[src/rtl/ysyx_24080006_axi_arbiter_if.sv]
`default_nettype none
// ============================================================================
// Module      : ysyx_24080006_pkg / ysyx_24080006_axi_arbiter_if
// Description : AXI bundle types and the arbiter's bus interface (IFU, LSU, memory).
// Revision    : 1.0 - initial release
// ============================================================================
package ysyx_24080006_pkg;

    typedef struct packed {
        logic [31:0] araddr;
        logic        arvalid;
        logic [7:0]  arlen;
        logic [2:0]  arsize;
        logic [1:0]  arburst;
        logic        rready;
    } axi_r_m2s_t;

    typedef struct packed {
        logic        arready;
        logic [31:0] rdata;
        logic [1:0]  rresp;
        logic        rvalid;
        logic        rlast;
    } axi_r_s2m_t;

    typedef struct packed {
        logic [31:0] awaddr;
        logic        awvalid;
        logic [7:0]  awlen;
        logic [2:0]  awsize;
        logic [1:0]  awburst;
        logic [31:0] wdata;
        logic [3:0]  wstrb;
        logic        wvalid;
        logic        wlast;
        logic        bready;
    } axi_w_m2s_t;

    typedef struct packed {
        logic        awready;
        logic        wready;
        logic [1:0]  bresp;
        logic        bvalid;
    } axi_w_s2m_t;

endpackage

interface ysyx_24080006_axi_arbiter_if;
    import ysyx_24080006_pkg::*;

    axi_r_m2s_t ifu_r_m2s;
    axi_r_s2m_t ifu_r_s2m;
    axi_r_m2s_t lsu_r_m2s;
    axi_r_s2m_t lsu_r_s2m;
    axi_w_m2s_t lsu_w_m2s;
    axi_w_s2m_t lsu_w_s2m;
    axi_r_m2s_t mem_r_m2s;
    axi_r_s2m_t mem_r_s2m;
    axi_w_m2s_t mem_w_m2s;
    axi_w_s2m_t mem_w_s2m;

    // slave: the arbiter's view (slave to the CPU masters, master toward memory)
    modport slave (
        input  ifu_r_m2s, lsu_r_m2s, lsu_w_m2s, mem_r_s2m, mem_w_s2m,
        output ifu_r_s2m, lsu_r_s2m, lsu_w_s2m, mem_r_m2s, mem_w_m2s
    );

    // master: the surrounding system (CPU masters and the memory slave)
    modport master (
        output ifu_r_m2s, lsu_r_m2s, lsu_w_m2s, mem_r_s2m, mem_w_s2m,
        input  ifu_r_s2m, lsu_r_s2m, lsu_w_s2m, mem_r_m2s, mem_w_m2s
    );

endinterface
`default_nettype wire

[src/rtl/ysyx_24080006_axi_arbiter.sv]
`default_nettype none
// ============================================================================
// Module      : ysyx_24080006_axi_arbiter
// Description : Two-master (IFU read, LSU read/write) to one-slave AXI4 arbiter.
// Revision    : 1.0 - initial release
// ============================================================================
module ysyx_24080006_axi_arbiter
    import ysyx_24080006_pkg::*;
(
    input  wire logic                   clock,
    input  wire logic                   reset,
    ysyx_24080006_axi_arbiter_if.slave  bus
);

    typedef enum logic [1:0] {
        ARB_IDLE  = 2'd0,
        ARB_IFU_R = 2'd1,
        ARB_LSU_R = 2'd2,
        ARB_LSU_W = 2'd3
    } arb_state_t;

    arb_state_t r_state;
    arb_state_t w_state_next;
    arb_state_t w_grant;

    always_ff @(posedge clock) begin
        if (reset) begin
            r_state <= ARB_IDLE;
        end else begin
            r_state <= w_state_next;
        end
    end

    always_comb begin
        w_state_next = r_state;
        // Reset forces the idle view immediately so nothing leaks out while it is held.
        w_grant      = reset ? ARB_IDLE : r_state;

        bus.mem_r_m2s = '0;
        bus.mem_w_m2s = '0;

        // Data fields are broadcast; only the handshake bits are gated per grant.
        bus.ifu_r_s2m         = bus.mem_r_s2m;
        bus.ifu_r_s2m.arready = 1'b0;
        bus.ifu_r_s2m.rvalid  = 1'b0;
        bus.lsu_r_s2m         = bus.mem_r_s2m;
        bus.lsu_r_s2m.arready = 1'b0;
        bus.lsu_r_s2m.rvalid  = 1'b0;
        bus.lsu_w_s2m         = bus.mem_w_s2m;
        bus.lsu_w_s2m.awready = 1'b0;
        bus.lsu_w_s2m.wready  = 1'b0;
        bus.lsu_w_s2m.bvalid  = 1'b0;

        unique case (w_grant)
            ARB_IFU_R: begin
                bus.mem_r_m2s = bus.ifu_r_m2s;
                bus.ifu_r_s2m = bus.mem_r_s2m;
            end
            ARB_LSU_R: begin
                bus.mem_r_m2s = bus.lsu_r_m2s;
                bus.lsu_r_s2m = bus.mem_r_s2m;
            end
            ARB_LSU_W: begin
                bus.mem_w_m2s = bus.lsu_w_m2s;
                bus.lsu_w_s2m = bus.mem_w_s2m;
            end
            default: begin
            end
        endcase

        unique case (r_state)
            ARB_IDLE: begin
                if (bus.lsu_w_m2s.awvalid) begin
                    w_state_next = ARB_LSU_W;
                end else if (bus.lsu_r_m2s.arvalid) begin
                    w_state_next = ARB_LSU_R;
                end else if (bus.ifu_r_m2s.arvalid) begin
                    w_state_next = ARB_IFU_R;
                end
            end
            ARB_IFU_R, ARB_LSU_R: begin
                // Bursts keep the grant until the last beat is accepted.
                if (bus.mem_r_s2m.rvalid && bus.mem_r_m2s.rready && bus.mem_r_s2m.rlast) begin
                    w_state_next = ARB_IDLE;
                end
            end
            ARB_LSU_W: begin
                if (bus.mem_w_s2m.bvalid && bus.lsu_w_m2s.bready) begin
                    w_state_next = ARB_IDLE;
                end
            end
            default: begin
                w_state_next = ARB_IDLE;
            end
        endcase
    end

endmodule
`default_nettype wire

[src/flat_wrapper.sv]
// flat-port wrapper written by rule: the top's interface ports become plain ports
module ysyx_24080006_axi_arbiter_flat import ysyx_24080006_pkg::*;
  (clock, reset, bus_ifu_r_m2s, bus_lsu_r_m2s, bus_lsu_w_m2s, bus_mem_r_s2m, bus_mem_w_s2m, bus_ifu_r_s2m, bus_lsu_r_s2m, bus_lsu_w_s2m, bus_mem_r_m2s, bus_mem_w_m2s);
  ysyx_24080006_axi_arbiter_if bus_i ();
  input  wire logic clock;
  input  wire logic reset;
  input wire logic [$bits(bus_i.ifu_r_m2s)-1:0] bus_ifu_r_m2s;
  input wire logic [$bits(bus_i.lsu_r_m2s)-1:0] bus_lsu_r_m2s;
  input wire logic [$bits(bus_i.lsu_w_m2s)-1:0] bus_lsu_w_m2s;
  input wire logic [$bits(bus_i.mem_r_s2m)-1:0] bus_mem_r_s2m;
  input wire logic [$bits(bus_i.mem_w_s2m)-1:0] bus_mem_w_s2m;
  output wire logic [$bits(bus_i.ifu_r_s2m)-1:0] bus_ifu_r_s2m;
  output wire logic [$bits(bus_i.lsu_r_s2m)-1:0] bus_lsu_r_s2m;
  output wire logic [$bits(bus_i.lsu_w_s2m)-1:0] bus_lsu_w_s2m;
  output wire logic [$bits(bus_i.mem_r_m2s)-1:0] bus_mem_r_m2s;
  output wire logic [$bits(bus_i.mem_w_m2s)-1:0] bus_mem_w_m2s;
  assign bus_i.ifu_r_m2s = bus_ifu_r_m2s;
  assign bus_i.lsu_r_m2s = bus_lsu_r_m2s;
  assign bus_i.lsu_w_m2s = bus_lsu_w_m2s;
  assign bus_i.mem_r_s2m = bus_mem_r_s2m;
  assign bus_i.mem_w_s2m = bus_mem_w_s2m;
  assign bus_ifu_r_s2m = bus_i.ifu_r_s2m;
  assign bus_lsu_r_s2m = bus_i.lsu_r_s2m;
  assign bus_lsu_w_s2m = bus_i.lsu_w_s2m;
  assign bus_mem_r_m2s = bus_i.mem_r_m2s;
  assign bus_mem_w_m2s = bus_i.mem_w_m2s;
  ysyx_24080006_axi_arbiter u_core (.clock(clock), .reset(reset), .bus(bus_i));
endmodule
[config.mk]
export PLATFORM = sky130hd
export DESIGN_NAME = ysyx_24080006_axi_arbiter_flat
export DESIGN_NICKNAME = d
export VERILOG_FILES = /design/src/rtl/ysyx_24080006_axi_arbiter_if.sv /design/src/rtl/ysyx_24080006_axi_arbiter.sv /design/src/flat_wrapper.sv
export SDC_FILE = /design/constraint.sdc
export NUM_CORES = 1
export LEC_CHECK = 0
export BUFFER_PORTS_ARGS = -buffer_cell sky130_fd_sc_hd__buf_2
export CAP_MARGIN = 20
export CORE_AREA = 5 5 165 167
export DETAILED_ROUTE_END_ITERATION = 10
export DIE_AREA = 0 0 170 172
export MAX_ROUTING_LAYER = met4
export PLACE_DENSITY = 0.39
export SETUP_SLACK_MARGIN = 0.05
export SKIP_LAST_GASP = 1
export SYNTH_ARGS = -nofsm -noshare
export SYNTH_HDL_FRONTEND = slang
export SYNTH_SLANG_ARGS = --single-unit
[constraint.sdc]
create_clock -name clock -period 4.23 [get_ports clock]
set_clock_uncertainty 0.15 [all_clocks]
set_input_delay 0.2115 -clock clock [delete_from_list [all_inputs] [get_ports clock]]
set_output_delay 0.2115 -clock clock [all_outputs]
set_load 0.05 [all_outputs]
# ---- Yosys cells after proc, flatten, opt, wreduce, memory -nomap -nowiden
# Cells that the tools add are included.
dict set report word_totals {
  ramBits 0
  input_bits 223
  latch_bits 0
  output_inout_bits 211
  rom_bits 0
  wordCells 28
  n_memories 0
  ff_bits 2
}
dict set report classes {
  n_eq_ne 9
  mul 0
  bitwise 0
  n_addsub 0
  n_lt_le_gt_ge 0
  n_shift 0
  reduce_logical 6
  mux 12
  n_div 0
}
# cell n
set ops {}
lappend ops {{one-hot mux 47 bit (2 select lines)} 1}
lappend ops {{2-to-1 mux 85 bit} 1}
lappend ops {{2-to-1 mux 37 bit} 2}
lappend ops {{2-to-1 mux 2 bit} 6}
lappend ops {{equality test 2 bit (second input constant)} 4}
lappend ops {{one-hot mux 2 bit (3 select lines)} 1}
lappend ops {{2-to-1 mux 5 bit} 1}
lappend ops {{equality test 2 x 1 -> 1 bit (second input constant)} 2}
lappend ops {{inequality test 2 x 1 -> 1 bit (second input constant)} 2}
lappend ops {{inequality test 4 bit (second input constant)} 1}
lappend ops {{logical AND 1 bit} 3}
lappend ops {{AND reduction 3 bit} 1}
lappend ops {{logical NOT 2 bit} 1}
lappend ops {{OR reduction 2 bit} 1}

# ---- Longest topological paths before layout
# Gate-level depths: netlist (run 1).
dict set report depth {
  ltp_word 7
  depth_mapped 8
  depth_no_buf 8
}

# ---- Worst setup path after synthesis (run 1)
# No wires, ideal clock.
dict set report synth_path {
  kind {register to output}
  startpoint {register u_core.r_state[0]}
  endpoint {output port bus_mem_r_m2s[18]}
  setup_slack_ns 2.026
  path_buffers 2
  t_required_ns 3.868
  path_stages_with_launch 8
  arrival_ns 1.843
  cell_sequence {dfxtp_1 -> inv_1 -> nor2_1 -> ha_1 -> buf_2 -> buf_2 -> a22oi_1 -> nor2_1}
}
dict set report synth_via {
  elab_chain_len 3
  word_cells_on_any_way 4
  cone_classes {2 x eq/ne; 2 x mux}
}
# element line_no
set synth_lines {}
lappend synth_lines {{start: declaration} ysyx_24080006_axi_arbiter.sv:22} ;# arb_state_t r_state;
lappend synth_lines {{start signal: assignment} ysyx_24080006_axi_arbiter.sv:30} ;# r_state <= w_state_next;
lappend synth_lines {{2-to-1 mux 2 bit *} ysyx_24080006_axi_arbiter.sv:37} ;# w_grant = reset ? ARB_IDLE : r_state;
lappend synth_lines {{equality test 2 bit or equality test 2 x 1 -> 1 bit (tied branches)} ysyx_24080006_axi_arbiter.sv:54} ;# unique case (w_grant)
lappend synth_lines {{one-hot mux 47 bit (2 select lines) *} ysyx_24080006_axi_arbiter.sv:54}
lappend synth_lines {{end: declaration} flat_wrapper.sv:15} ;# output wire logic [$bits(bus_i.mem_r_m2s)-1:0] bus_mem_r_m2s;
# Every way passes the cells marked *; elsewhere a longest branch is shown, timed or not.

# ---- Worst setup path after layout (run 1)
dict set report layout_path {
  startpoint {register u_core.r_state[0]}
  endpoint {output port bus_mem_r_m2s[26]}
}
# The elaborated chain is that of the path after synthesis.

==> results of run 1 <==
[worst max path at each step]
stage                       from           endpoint  slack (ns)  cells after the start
6_report       u_core.r_state[0]  bus_mem_r_m2s[26]        1.55                      7
5_1_grt        u_core.r_state[0]  bus_mem_r_m2s[26]        1.31                      7
4_1_cts        u_core.r_state[0]  bus_mem_r_m2s[26]        1.51                      7
3_5_place_dp               reset  bus_mem_r_m2s[23]        1.74                      8
3_3_place_gp               reset  bus_mem_r_m2s[14]        1.73                      8
2_1_floorplan  u_core.r_state[0]  bus_mem_r_m2s[18]        2.03                      7
[critical path, stage by stage, from the launching register on]
cell and delay [ns]:
dfxtp_1 0.32, inv_1 0.07, nor2_1 0.21, ha_2 0.56
buf_4 0.39, a22oi_1 0.14, nor2_1 0.10, buf_2 0.28
[area by class of cell]
cell class	instances	share of cell area [%]
clock buffer	3	2.14
timing repair buffer	330	47.6
tap	335	11.9
multi-input combinational	205	36.6
sequential	2	1.14
inverter	5	0.535
[power by group through the flow]
stage	Sequential, mW	Combinational [mW]	Clock, mW
CTS	0.0337	0.702	0.144
detailed placement	0.0340	0.699	0
global route	0.0348	0.751	0.146
global placement	0.0342	0.706	0
finish	0.0335	0.687	0.141
floorplan	0.0326	0.672	0
[kinds of logic (layout without fill, tap and decap cells)]
kind of cell,after synthesis,in the layout,synth area share [%]
buffers and inverters,101,338,33.9
AOI/OAI and AO/OA,51,51,19.2
adders and majority gates,6,6,3.77
muxes,2,2,1.00
DFF,2,2,2.01
and+or+nand+nor,146,146,40.1
[Yosys cell counts]
master,number
and2_1,90
buf_4,74
nor2_1,48
a22oi_1,47
buf_2,15
clkbuf_1,7
ha_1,6
inv_1,5
and2_2,2
dfxtp_1,2
mux2i_1,2
nand2_1,2
o21ai_0,2
a221oi_2,1
nand2_2,1
nand2b_1,1
nor2b_1,1
nor4b_2,1
o21ai_1,1
[stage by stage]
| stage | util, % | instances | hold slack, ns | worst slack [ns] |
|---|---|---|---|---|
| after floorplan | - | 308 | 0.252 | 2.03 |
| after global placement | 13.3 | 876 | 0.273 | 1.73 |
| after detailed placement | 13.3 | 876 | 0.273 | 1.74 |
| after CTS | 13.6 | 879 | 0.202 | 1.51 |
| after global routing | 13.7 | 880 | 0.227 | 1.31 |
| final | 13.7 | 880 | 0.199 | 1.55 |
[metal layers]
layer / vias up / global-route usage (%) / wire length (um)
li1: 1405 / - / -
met1: 1197 / 6.65 / 3730
met2: 198 / 11.9 / 5480
met3: 19 / 1.60 / 1370
met4: 0 / 2.01 / 276
met5: - / - / 0
==> results.json, run 1 <==
{
  "status": "complete, no violations",
  "rsz0062_at_grt": "no",
  "drv_cap": 0,
  "ios": 434,
  "min-delay-path-class": "input pin to register",
  "slew_headroom_pct": 36.9,
  "via_per_inst": 3.20,
  "slew_viol_final": 0,
  "hold_buffers": 0,
  "syn2layout_area_growth_pct": 76.1,
  "synth_warnings": 0,
  "ys_ff_latch": 2,
  "grt_max_degree": 89,
  "drc_errors": 0,
  "drt_pass1_iterations": 4,
  "ys_seq_area_share_pct": 2.01,
  "timing_worst_setup_path_type": "register to output pin",
  "top_register": "u_core.r_state",
  "ant_nets": 0,
  "clk_path_buf_depth": 2,
  "post_drt_wl_per_cell_um": 12.3,
  "die_area_um2": 29200,
  "worstMarginPinSlew_ns": 0.946,
  "grt_usage_pct": 6.39,
  "register_area_um2": 40.0,
  "gp_congestion": 0.762,
  "clkSinkCount": 2,
  "r2r_start": "u_core.r_state[0]",
  "grt_pass1_wl_um": 14600,
  "vias": 2819,
  "netlist.area_leader.share_pct": 28.2,
  "fillers": 2975,
  "required_ns": 3.87,
  "synth_nets": 537,
  "reg_top3": "u_core.r_state: 2 flops",
  "min_from": "reset",
  "regToRegSetupSlack_ns": 2.04,
  "pwr-share-clk_pct": 16.4,
  "cts_tree": "done",
  "dp_hpwl_um": 9370,
  "cts_resized": 0,
  "start_util_pct": 7.78,
  "antenna_found_initial": 0,
  "setup_tns_ns": 0,
  "clk_pin_slew_ns": 0.03,
  "combPwrFrac_pct": 79.7,
  "setup_viol": 0,
  "seq_power_share_pct": 3.9,
  "cts_buffers": 3,
  "root_buffer": "clkbuf_16",
  "switchingPower_mw": 0.492,
  "period_share_pct": 63.4,
  "clk_latency_ns": 0.22,
  "p_leak_nw": 2.05,
  "fp-row-count": 59,
  "largest_reg_flops": 2,
  "portBuffers": 327,
  "rr_worst_depth": 6,
  "final_common_cell": "buf_2",
  "internal_power_mw": 0.369,
  "ir_drop_mv": 0.129,
  "fp.dieW_um": 170,
  "cp-end-kind": "output pin",
  "period_minus_slack_ns": 2.68,
  "core-area_um2": 25600,
  "swShare_pct": 57.1,
  "synth_area_leaders": "and2_1 28%, buf_4 28%, a22oi_1 18%, nor2_1 9.0%, buf_2 3.8%",
  "multiInputGateArea_um2": 1280,
  "yosys.area.top_type": "and2_1",
  "whs_path_depth": 4,
  "power_mw": 0.861,
  "syn_inst": 308,
  "syn_area_per_cell_um2": 6.47,
  "synth_area_um2": 1990,
  "die_h_um": 172,
  "r2r-end": "u_core.r_state[0]",
  "cts_max_level": 1,
  "first_global_vias": 2729,
  "ys_types": 19,
  "critPathMaxFanout": 27,
  "post-cts-setup-buffers": 0,
  "layout.nets": 776,
  "p_per_area_nw_per_um2": 245,
  "critPathLaunchType": "register",
  "fin_area_um2": 3510,
  "drt_wl_total_um": 10900,
  "dr.first_iter.drc_count": 39,
  "hold_viol": 0,
  "cp.arrival_ns": 2.32,
  "gr-total-overflow": 0,
  "hold_path_end": "u_core.r_state[1]",
  "place_area_um2": 3410,
  "diodes": 0,
  "fmax_mhz": 373,
  "drive_gt1_share_pct": 62.6,
  "most-common-layout-cells": "327 x buf_2, 90 x and2_1, 48 x nor2_1, 47 x a22oi_1, 5 x inv_1"
}
Power figures use the tool's default switching activity.
==> run 2: changes to the inputs <==
--- a/config.mk
+++ b/config.mk
@@ -7,11 +7,11 @@
 export LEC_CHECK = 0
 export BUFFER_PORTS_ARGS = -buffer_cell sky130_fd_sc_hd__buf_2
 export CAP_MARGIN = 20
-export CORE_AREA = 5 5 165 167
+export CORE_AREA = 5 5 164 166
 export DETAILED_ROUTE_END_ITERATION = 10
-export DIE_AREA = 0 0 170 172
+export DIE_AREA = 0 0 169 171
 export MAX_ROUTING_LAYER = met4
-export PLACE_DENSITY = 0.39
+export PLACE_DENSITY = 0.41
 export SETUP_SLACK_MARGIN = 0.05
 export SKIP_LAST_GASP = 1
 export SYNTH_ARGS = -nofsm -noshare
==> constraint.sdc (replaced) <==
create_clock -name clock -period 2.4 [get_ports clock]
set_clock_uncertainty 0.15 [all_clocks]
set_input_delay 0.12 -clock clock [delete_from_list [all_inputs] [get_ports clock]]
set_output_delay 0.12 -clock clock [all_outputs]
set_load 0.05 [all_outputs]
==> run 2 against run 1 <==
Net effect: the run now fails in 5_2_route; global-route usage up 0.22 points; synthesized cell count is the same; area after synthesis did not move.
==> results.json, run 2 <==
{
  "status": "aborted with a tool error",
  "haltStage": "5_2_route",
  "error_line": "[ERROR DRT-0255] Maze Route cannot find path of net bus_mem_r_s2m[14] in worker of routeBox ( 144900 96600 ) ( 169000 144900 ).",
  "ys.flop_type": "dfxtp_1",
  "worst_endpoint": "bus_mem_r_m2s[36]",
  "fp.dieW_um": 169,
  "gp_congestion": 0.741,
  "yosys.area.top_type": "and2_1",
  "synthArstFlopShare_pct": 0,
  "netlist_top_cells_count": "90 x and2_1, 74 x buf_4, 48 x nor2_1",
  "clkSinkCount": 2,
  "cts_buffers": 3,
  "gr-total-overflow": 0,
  "portBuffers": 327,
  "antenna_found_initial": 1,
  "netlist.area_leader.share_pct": 28.2,
  "start_util_pct": 7.83,
  "worst-ep-kind": "primary output",
  "cts_resized": 1,
  "place_area_um2": 3470,
  "synth_nets": 537,
  "synth_most_common_cell": "and2_1",
  "post-cts-setup-buffers": 0,
  "dp_hpwl_um": 9280,
  "ys_ff_latch": 2,
  "synth_warnings": 0,
  "synth_area_um2": 1990,
  "clk_path_buf_depth": 2,
  "grt_usage_pct": 6.61,
  "hold_buffers": 0,
  "ys_types": 19,
  "grt_pass1_wl_um": 14800,
  "die_h_um": 171,
  "ys_seq_area_share_pct": 2.01,
  "fp-row-count": 59,
  "syn_area_per_cell_um2": 6.47,
  "synth_edf_count": 0,
  "root_buffer": "clkbuf_16",
  "syn_inst": 308,
  "ios": 434,
  "first_global_vias": 2705,
  "synth_area_leaders": "and2_1 28%, buf_4 28%, a22oi_1 18%, nor2_1 9.0%, buf_2 3.8%",
  "cts_max_level": 1,
  "grt_max_degree": 89
}
## run 2: logic make-up after synthesis
logic type / Yosys count / share of synthesized area (%)
muxes: 2 / 1.00
adders and majority gates: 6 / 3.77
buffers and inverters: 101 / 33.9
and+or+nand+nor: 146 / 40.1
AOI/OAI and AO/OA: 51 / 19.2
DFF: 2 / 2.01
## run 2: per-stage QoR
step	setup slack (ns)	hold slack, ns	utilization, %	instances
after floorplan	0.287	0.161	-	308
after global routing	0.102	0.0901	14.0	883
after global placement	0.138	0.0905	13.6	879
after CTS	0.0846	0.0905	14.0	882
after detailed placement	0.161	0.0905	13.6	879
## run 2: per-layer routing
| metal | track usage [%] |
|---|---|
| met1 | 7.15 |
| met4 | 1.96 |
| met2 | 11.7 |
| met3 | 2.03 |
| met5 | - |
==> run 3: changes to the inputs <==
--- a/config.mk
+++ b/config.mk
@@ -7,12 +7,10 @@
 export LEC_CHECK = 0
 export BUFFER_PORTS_ARGS = -buffer_cell sky130_fd_sc_hd__buf_2
 export CAP_MARGIN = 20
-export CORE_AREA = 5 5 164 166
+export CORE_AREA = 5 5 166 168
 export DETAILED_ROUTE_END_ITERATION = 10
-export DIE_AREA = 0 0 169 171
-export MAX_ROUTING_LAYER = met4
-export PLACE_DENSITY = 0.41
-export SETUP_SLACK_MARGIN = 0.05
+export DIE_AREA = 0 0 171 173
+export PLACE_DENSITY_LB_ADDON = 0.15
 export SKIP_LAST_GASP = 1
 export SYNTH_ARGS = -nofsm -noshare
 export SYNTH_HDL_FRONTEND = slang
==> constraint.sdc (replaced) <==
create_clock -name clock -period 3.1 [get_ports clock]
set_clock_uncertainty 0.15 [all_clocks]
set_input_delay 0.155 -clock clock [delete_from_list [all_inputs] [get_ports clock]]
set_output_delay 0.155 -clock clock [all_outputs]
set_load 0.05 [all_outputs]
==> run 3 against run 2 <==
Net effect: the run now ends clean; global-route usage up 0.87 points.
==> results.json, run 3 (synthesized netlist as in run 1, its figures left out) <==
{
  "final_common_cell": "buf_2",
  "rsz0062_at_grt": "no",
  "setup_viol": 0,
  "clkSinkCount": 2,
  "p_per_area_nw_per_um2": 342,
  "ir_drop_mv": 0.187,
  "min_from": "bus_mem_w_s2m[1]",
  "hold_viol": 0,
  "grt_usage_pct": 7.48,
  "gr-total-overflow": 0,
  "hold_buffers": 0,
  "slew_headroom_pct": 72.1,
  "top_register": "u_core.r_state",
  "root_buffer": "clkbuf_16",
  "ant_nets": 0,
  "via_per_inst": 3.16,
  "whs_path_depth": 0,
  "cts_buffers": 3,
  "drv_cap": 0,
  "die_area_um2": 29600,
  "min-delay-path-class": "input pin to output pin",
  "required_ns": 2.79,
  "vias": 2792,
  "r2r-end": "u_core.r_state[0]",
  "gp_congestion": 0.783,
  "drt_pass1_iterations": 4,
  "syn2layout_area_growth_pct": 78.8,
  "drive_gt1_share_pct": 62.8,
  "reg_top3": "u_core.r_state: 2 flops",
  "ios": 434,
  "grt_pass1_wl_um": 17300,
  "rr_worst_depth": 8,
  "dr.first_iter.drc_count": 99,
  "first_global_vias": 2660,
  "dp_hpwl_um": 10800,
  "die_h_um": 173,
  "regToRegSetupSlack_ns": 1.16,
  "portBuffers": 327,
  "r2r_start": "u_core.r_state[0]",
  "cp.arrival_ns": 2.03,
  "cts_max_level": 1,
  "drt_wl_total_um": 12400,
  "diodes": 0,
  "fp.dieW_um": 171,
  "clk_path_buf_depth": 2,
  "cts_resized": 0,
  "p_leak_nw": 2.07,
  "critPathMaxFanout": 35,
  "critPathLaunchType": "register",
  "start_util_pct": 7.74,
  "cp-end-kind": "output pin",
  "clk_latency_ns": 0.22,
  "cts_tree": "done",
  "status": "complete, no violations",
  "slew_viol_final": 0,
  "fillers": 3047,
  "clk_pin_slew_ns": 0.03,
  "setup_tns_ns": 0,
  "most-common-layout-cells": "327 x buf_2, 90 x and2_1, 48 x nor2_1, 47 x a22oi_1, 5 x inv_1",
  "antenna_found_initial": 1,
  "drc_errors": 0,
  "fin_area_um2": 3560,
  "period_share_pct": 75.2,
  "fmax_mhz": 429,
  "core-area_um2": 25800,
  "largest_reg_flops": 2,
  "timing_worst_setup_path_type": "register to output pin",
  "layout.nets": 780,
  "grt_max_degree": 39,
  "post_drt_wl_per_cell_um": 14.0,
  "fp-row-count": 59,
  "post-cts-setup-buffers": 0,
  "worstMarginPinSlew_ns": 0.419,
  "hold_path_end": "bus_lsu_w_s2m[1]",
  "period_minus_slack_ns": 2.33,
  "place_area_um2": 3490
}
[run 3: layer usage]
metal	part of all wire (%)	global-route usage, %	routed length [um]
met5	0.056	0	7
met4	1.4	1.78	172
met3	9.8	1.71	1220
met2	50	13.2	6160
met1	39	9.15	4850
[run 3: stage by stage]
| stage | worst slack, ns | util, % | power, mW | std cells | hold slack [ns] |
|---|---|---|---|---|---|
| 5_1_grt | 0.560 | 13.8 | 1.32 | 884 | 0.160 |
| 3_5_place_dp | 0.951 | 13.5 | 1.05 | 881 | 0.160 |
| 4_1_cts | 0.705 | 13.8 | 1.25 | 884 | 0.160 |
| 2_1_floorplan | 0.952 | - | 0.961 | 308 | 0.196 |
| 3_3_place_gp | 0.960 | 13.5 | 1.07 | 881 | 0.160 |
| 6_report | 0.769 | 13.8 | 1.22 | 884 | 0.160 |
[run 3: worst max-delay path: stages (launching register included)]
cell     delay (ns)
dfxtp_1        0.33
inv_1          0.08
nor2_1         0.22
ha_2           0.50
buf_12         0.23
and2_1         0.16
buf_2          0.27
[run 3: layout make-up]
type                    count  area (um^2)  share of cell area (%)
repair buffers            334         1730                    48.4
multi-input cells         205         1280                    36.0
well taps                 335          419                    11.8
clock buffers               3         75.1                    2.11
flip-flops and latches      2         40.0                    1.12
inverters                   5         18.8                   0.527
[run 3: power by group]
group          internal (mW)  switching (mW)  leakage (nW)
logic                  0.331           0.649          2.02
registers             0.0384         0.00816        0.0165
clock network          0.164          0.0287        0.0370
total                  0.534           0.686          2.07
[run 3: worst max path at each step]
stage	slack (ns)	to	from	depth (start not counted)
floorplan	0.95	bus_mem_r_m2s[18]	u_core.r_state[0]	7
global placement	0.96	bus_mem_r_m2s[14]	u_core.r_state[0]	7
detailed placement	0.95	bus_mem_w_m2s[65]	u_core.r_state[0]	6
CTS	0.71	bus_mem_w_m2s[65]	u_core.r_state[0]	6
global route	0.56	bus_mem_w_m2s[65]	u_core.r_state[0]	6
finish	0.77	bus_mem_w_m2s[65]	u_core.r_state[0]	6
==> run 4: changes to the inputs <==
--- a/config.mk
+++ b/config.mk
@@ -5,11 +5,12 @@
 export SDC_FILE = /design/constraint.sdc
 export NUM_CORES = 1
 export LEC_CHECK = 0
+export ABC_AREA = 1
 export BUFFER_PORTS_ARGS = -buffer_cell sky130_fd_sc_hd__buf_2
 export CAP_MARGIN = 20
-export CORE_AREA = 5 5 166 168
+export CORE_AREA = 5 5 165 167
 export DETAILED_ROUTE_END_ITERATION = 10
-export DIE_AREA = 0 0 171 173
+export DIE_AREA = 0 0 170 172
 export PLACE_DENSITY_LB_ADDON = 0.15
 export SKIP_LAST_GASP = 1
 export SYNTH_ARGS = -nofsm -noshare
==> constraint.sdc (replaced) <==
create_clock -name clock -period 2.1 [get_ports clock]
set_clock_uncertainty 0.15 [all_clocks]
set_input_delay 0.105 -clock clock [delete_from_list [all_inputs] [get_ports clock]]
set_output_delay 0.105 -clock clock [all_outputs]
set_load 0.05 [all_outputs]
==> run 4 against run 3 <==
Net effect: routed wire length increased by 0.51%; via count increased by 22%; total power increased by 53%; largest cell class unchanged; largest power group unchanged.
==> results.json, run 4 <==
{
  "status": "complete, no violations",
  "syn_area_per_cell_um2": 4.81,
  "worstMarginPinSlew_ns": 0.270,
  "cp.arrival_ns": 1.75,
  "drc_errors": 0,
  "cp-end-kind": "output pin",
  "ys_types": 13,
  "rsz0062_at_grt": "yes",
  "core-area_um2": 25600,
  "hold_viol": 0,
  "dr.first_iter.drc_count": 87,
  "swShare_pct": 57.4,
  "cts_max_level": 1,
  "netlist.area_leader.share_pct": 32.9,
  "critPathMaxFanout": 34,
  "critPathLaunchType": "register",
  "drv_cap": 0,
  "pre_cts_ws_ns": 0.0486,
  "hold_path_end": "bus_lsu_r_s2m[23]",
  "synthArstFlopShare_pct": 0,
  "ir_drop_mv": 0.240,
  "gp_congestion": 0.710,
  "crit_buf_inv": 3,
  "cts_buffers": 3,
  "clk_path_buf_depth": 2,
  "internal_power_mw": 0.795,
  "whs_path_depth": 0,
  "netlist_top_cells_count": "194 x nand2_1, 102 x inv_1, 79 x buf_4",
  "timing_worst_setup_path_type": "register to output pin",
  "synth_warnings": 0,
  "rr_worst_depth": 11,
  "most-common-layout-cells": "268 x buf_2, 194 x nand2_1, 102 x inv_1, 35 x a21oi_1, 31 x clkbuf_4",
  "cts_tree": "done",
  "ys.flop_type": "dfxtp_1",
  "cp.depth": 7,
  "start_util_pct": 8.65,
  "stdcell_count": 1044,
  "top_register": "u_core.r_state",
  "fin_area_um2": 4150,
  "switchingPower_mw": 1.07,
  "p_leak_nw": 2.87,
  "drive_gt1_share_pct": 51.3,
  "slew_viol_final": 0,
  "layout.nets": 940,
  "post_drt_wl_per_cell_um": 11.9,
  "fp.dieW_um": 170,
  "yosys.area.top_type": "nand2_1",
  "clkSinkCount": 2,
  "period_minus_slack_ns": 2.00,
  "min-delay-path-class": "input pin to output pin",
  "synth_area_leaders": "nand2_1 33%, buf_4 27%, inv_1 17%, a21oi_1 11%, buf_2 3.4%",
  "grt_usage_pct": 7.29,
  "syn_inst": 461,
  "final_common_cell": "buf_2",
  "post-place-cells": 1040,
  "slew_headroom_pct": 81.9,
  "clk_pin_slew_ns": 0.03,
  "place_area_um2": 3860,
  "reg_top3": "u_core.r_state: 2 flops",
  "slowest_stage": "dfxtp_1",
  "power_mw": 1.87,
  "synth_edf_count": 0,
  "pwr-share-clk_pct": 15.3,
  "regToRegSetupSlack_ns": 0.29,
  "via_per_inst": 3.25,
  "ys_ff_latch": 2,
  "seq_power_share_pct": 3.5,
  "grt_max_degree": 35,
  "dp_hpwl_um": 10800,
  "whs_ns": 0.0600,
  "ios": 434,
  "required_ns": 1.85,
  "syn2layout_area_growth_pct": 87.2,
  "period_share_pct": 95.3,
  "min_from": "bus_mem_r_s2m[23]",
  "gr-total-overflow": 0,
  "p_per_area_nw_per_um2": 450,
  "drt_wl_total_um": 12500,
  "critical_path.cell_chain": "inv_1 > nor2_4 > ha_2 > buf_12 > nand2_1 > a21oi_2 > buf_2",
  "r2r-end": "u_core.r_state[1]",
  "final_core_util_pct": 16.2,
  "fp-row-count": 59,
  "critPathTopFamily": "buffers and inverters",
  "worst_slack_ns": 0.0988,
  "synth_most_common_cell": "nand2_1",
  "vias": 3394,
  "die_area_um2": 29200,
  "cpPeakStageDelay_ns": 0.34,
  "ys_seq_area_share_pct": 1.81,
  "setup_viol": 0,
  "antenna_found_initial": 0,
  "clk_latency_ns": 0.22,
  "combPwrFrac_pct": 81.2,
  "diodes": 0,
  "drt_pass1_iterations": 4,
  "largest_reg_flops": 2,
  "fmax_mhz": 500,
  "grt_pass1_wl_um": 17000,
  "ant_nets": 0,
  "r2r_start": "u_core.r_state[0]",
  "portBuffers": 327,
  "setup_tns_ns": 0,
  "die_h_um": 172,
  "synth_area_um2": 2220,
  "synth_nets": 690,
  "root_buffer": "clkbuf_16",
  "first_global_vias": 3260
}
-- run 4: changes by cell type after synthesis, sizes merged, moves of 7 or more --
cell / before / now
a21oi: 0 / 49
a22oi: 47 / 0
and2: 92 / 0
buf: 89 / 97
clkbuf: 7 / 0
inv: 5 / 102
nand2: 3 / 194
nor2: 48 / 6
-- run 4: what timing repair did --
| item | 4_1_cts | 5_1_grt |
|---|---|---|
| setup buffers | 0 | 0 |
| gates cloned | 0 | 1 |
| setup endpoints to repair | 114 | 109 |
| resized for setup | 10 | 72 |
| hold buffers | 0 | 0 |
-- run 4: how the worst max path moves through the flow --
| stage | start | endpoint | slack (ns) |
|---|---|---|---|
| after floorplan | u_core.r_state[1] | bus_mem_r_m2s[0] | -0.17 |
| after global placement | u_core.r_state[1] | bus_mem_w_m2s[52] | 0.07 |
| after detailed placement | u_core.r_state[0] | bus_mem_w_m2s[52] | 0.05 |
| after CTS | u_core.r_state[0] | bus_mem_w_m2s[52] | -0.04 |
| after global routing | u_core.r_state[1] | bus_mem_r_m2s[37] | -0.04 |
| final | u_core.r_state[0] | bus_mem_r_m2s[30] | 0.1 |
-- run 4: cell type report --
type,instances,area (um^2)
Clock buffer,3,75.1
Inverter,102,383
Timing Repair Buffer,342,2060
Fill cell,3055,21500
Tap cell,335,419
Multi-Input combinational cell,260,1170
Sequential cell,2,40.0
-- run 4: worst reg2reg max path, cell delays in order, from the launching register on --
cell	delay, ns
dfxtp_1	0.34
inv_1	0.10
nor2_4	0.12
ha_2	0.22
buf_12	0.19
nand2_1	0.10
nand2_1	0.07
nand3_1	0.09
nand2_1	0.13
nand3_1	0.08
nand2_1	0.07
nor2_1	0.03
-- run 4: routing by layer --
layer / up-vias / GRT usage (%) / wire length [um]
met5: - / 0 / 0
met3: 23 / 4.02 / 1910
met4: 0 / 1.91 / 297
met2: 235 / 12.9 / 5800
met1: 1396 / 7.56 / 4450
li1: 1740 / - / -
-- run 4: kinds of logic (layout without fill, tap and decap cells) --
logic type / after synthesis / count (layout) / synth area share [%]
simple gates: 203 / 203 / 34.6
buf+inv: 199 / 447 / 48.6
compound gates: 51 / 51 / 11.6
fa+ha+maj: 6 / 6 / 3.39
flops: 2 / 2 / 1.81
-- run 4: power groups by stage --
stage / sequential (mW) / clock [mW] / combinational, mW
after floorplan: 0.0629 / 0 / 1.32
after global placement: 0.0659 / 0 / 1.50
after detailed placement: 0.0654 / 0 / 1.47
after CTS: 0.0650 / 0.294 / 1.49
after global routing: 0.0674 / 0.297 / 1.65
final: 0.0649 / 0.287 / 1.52
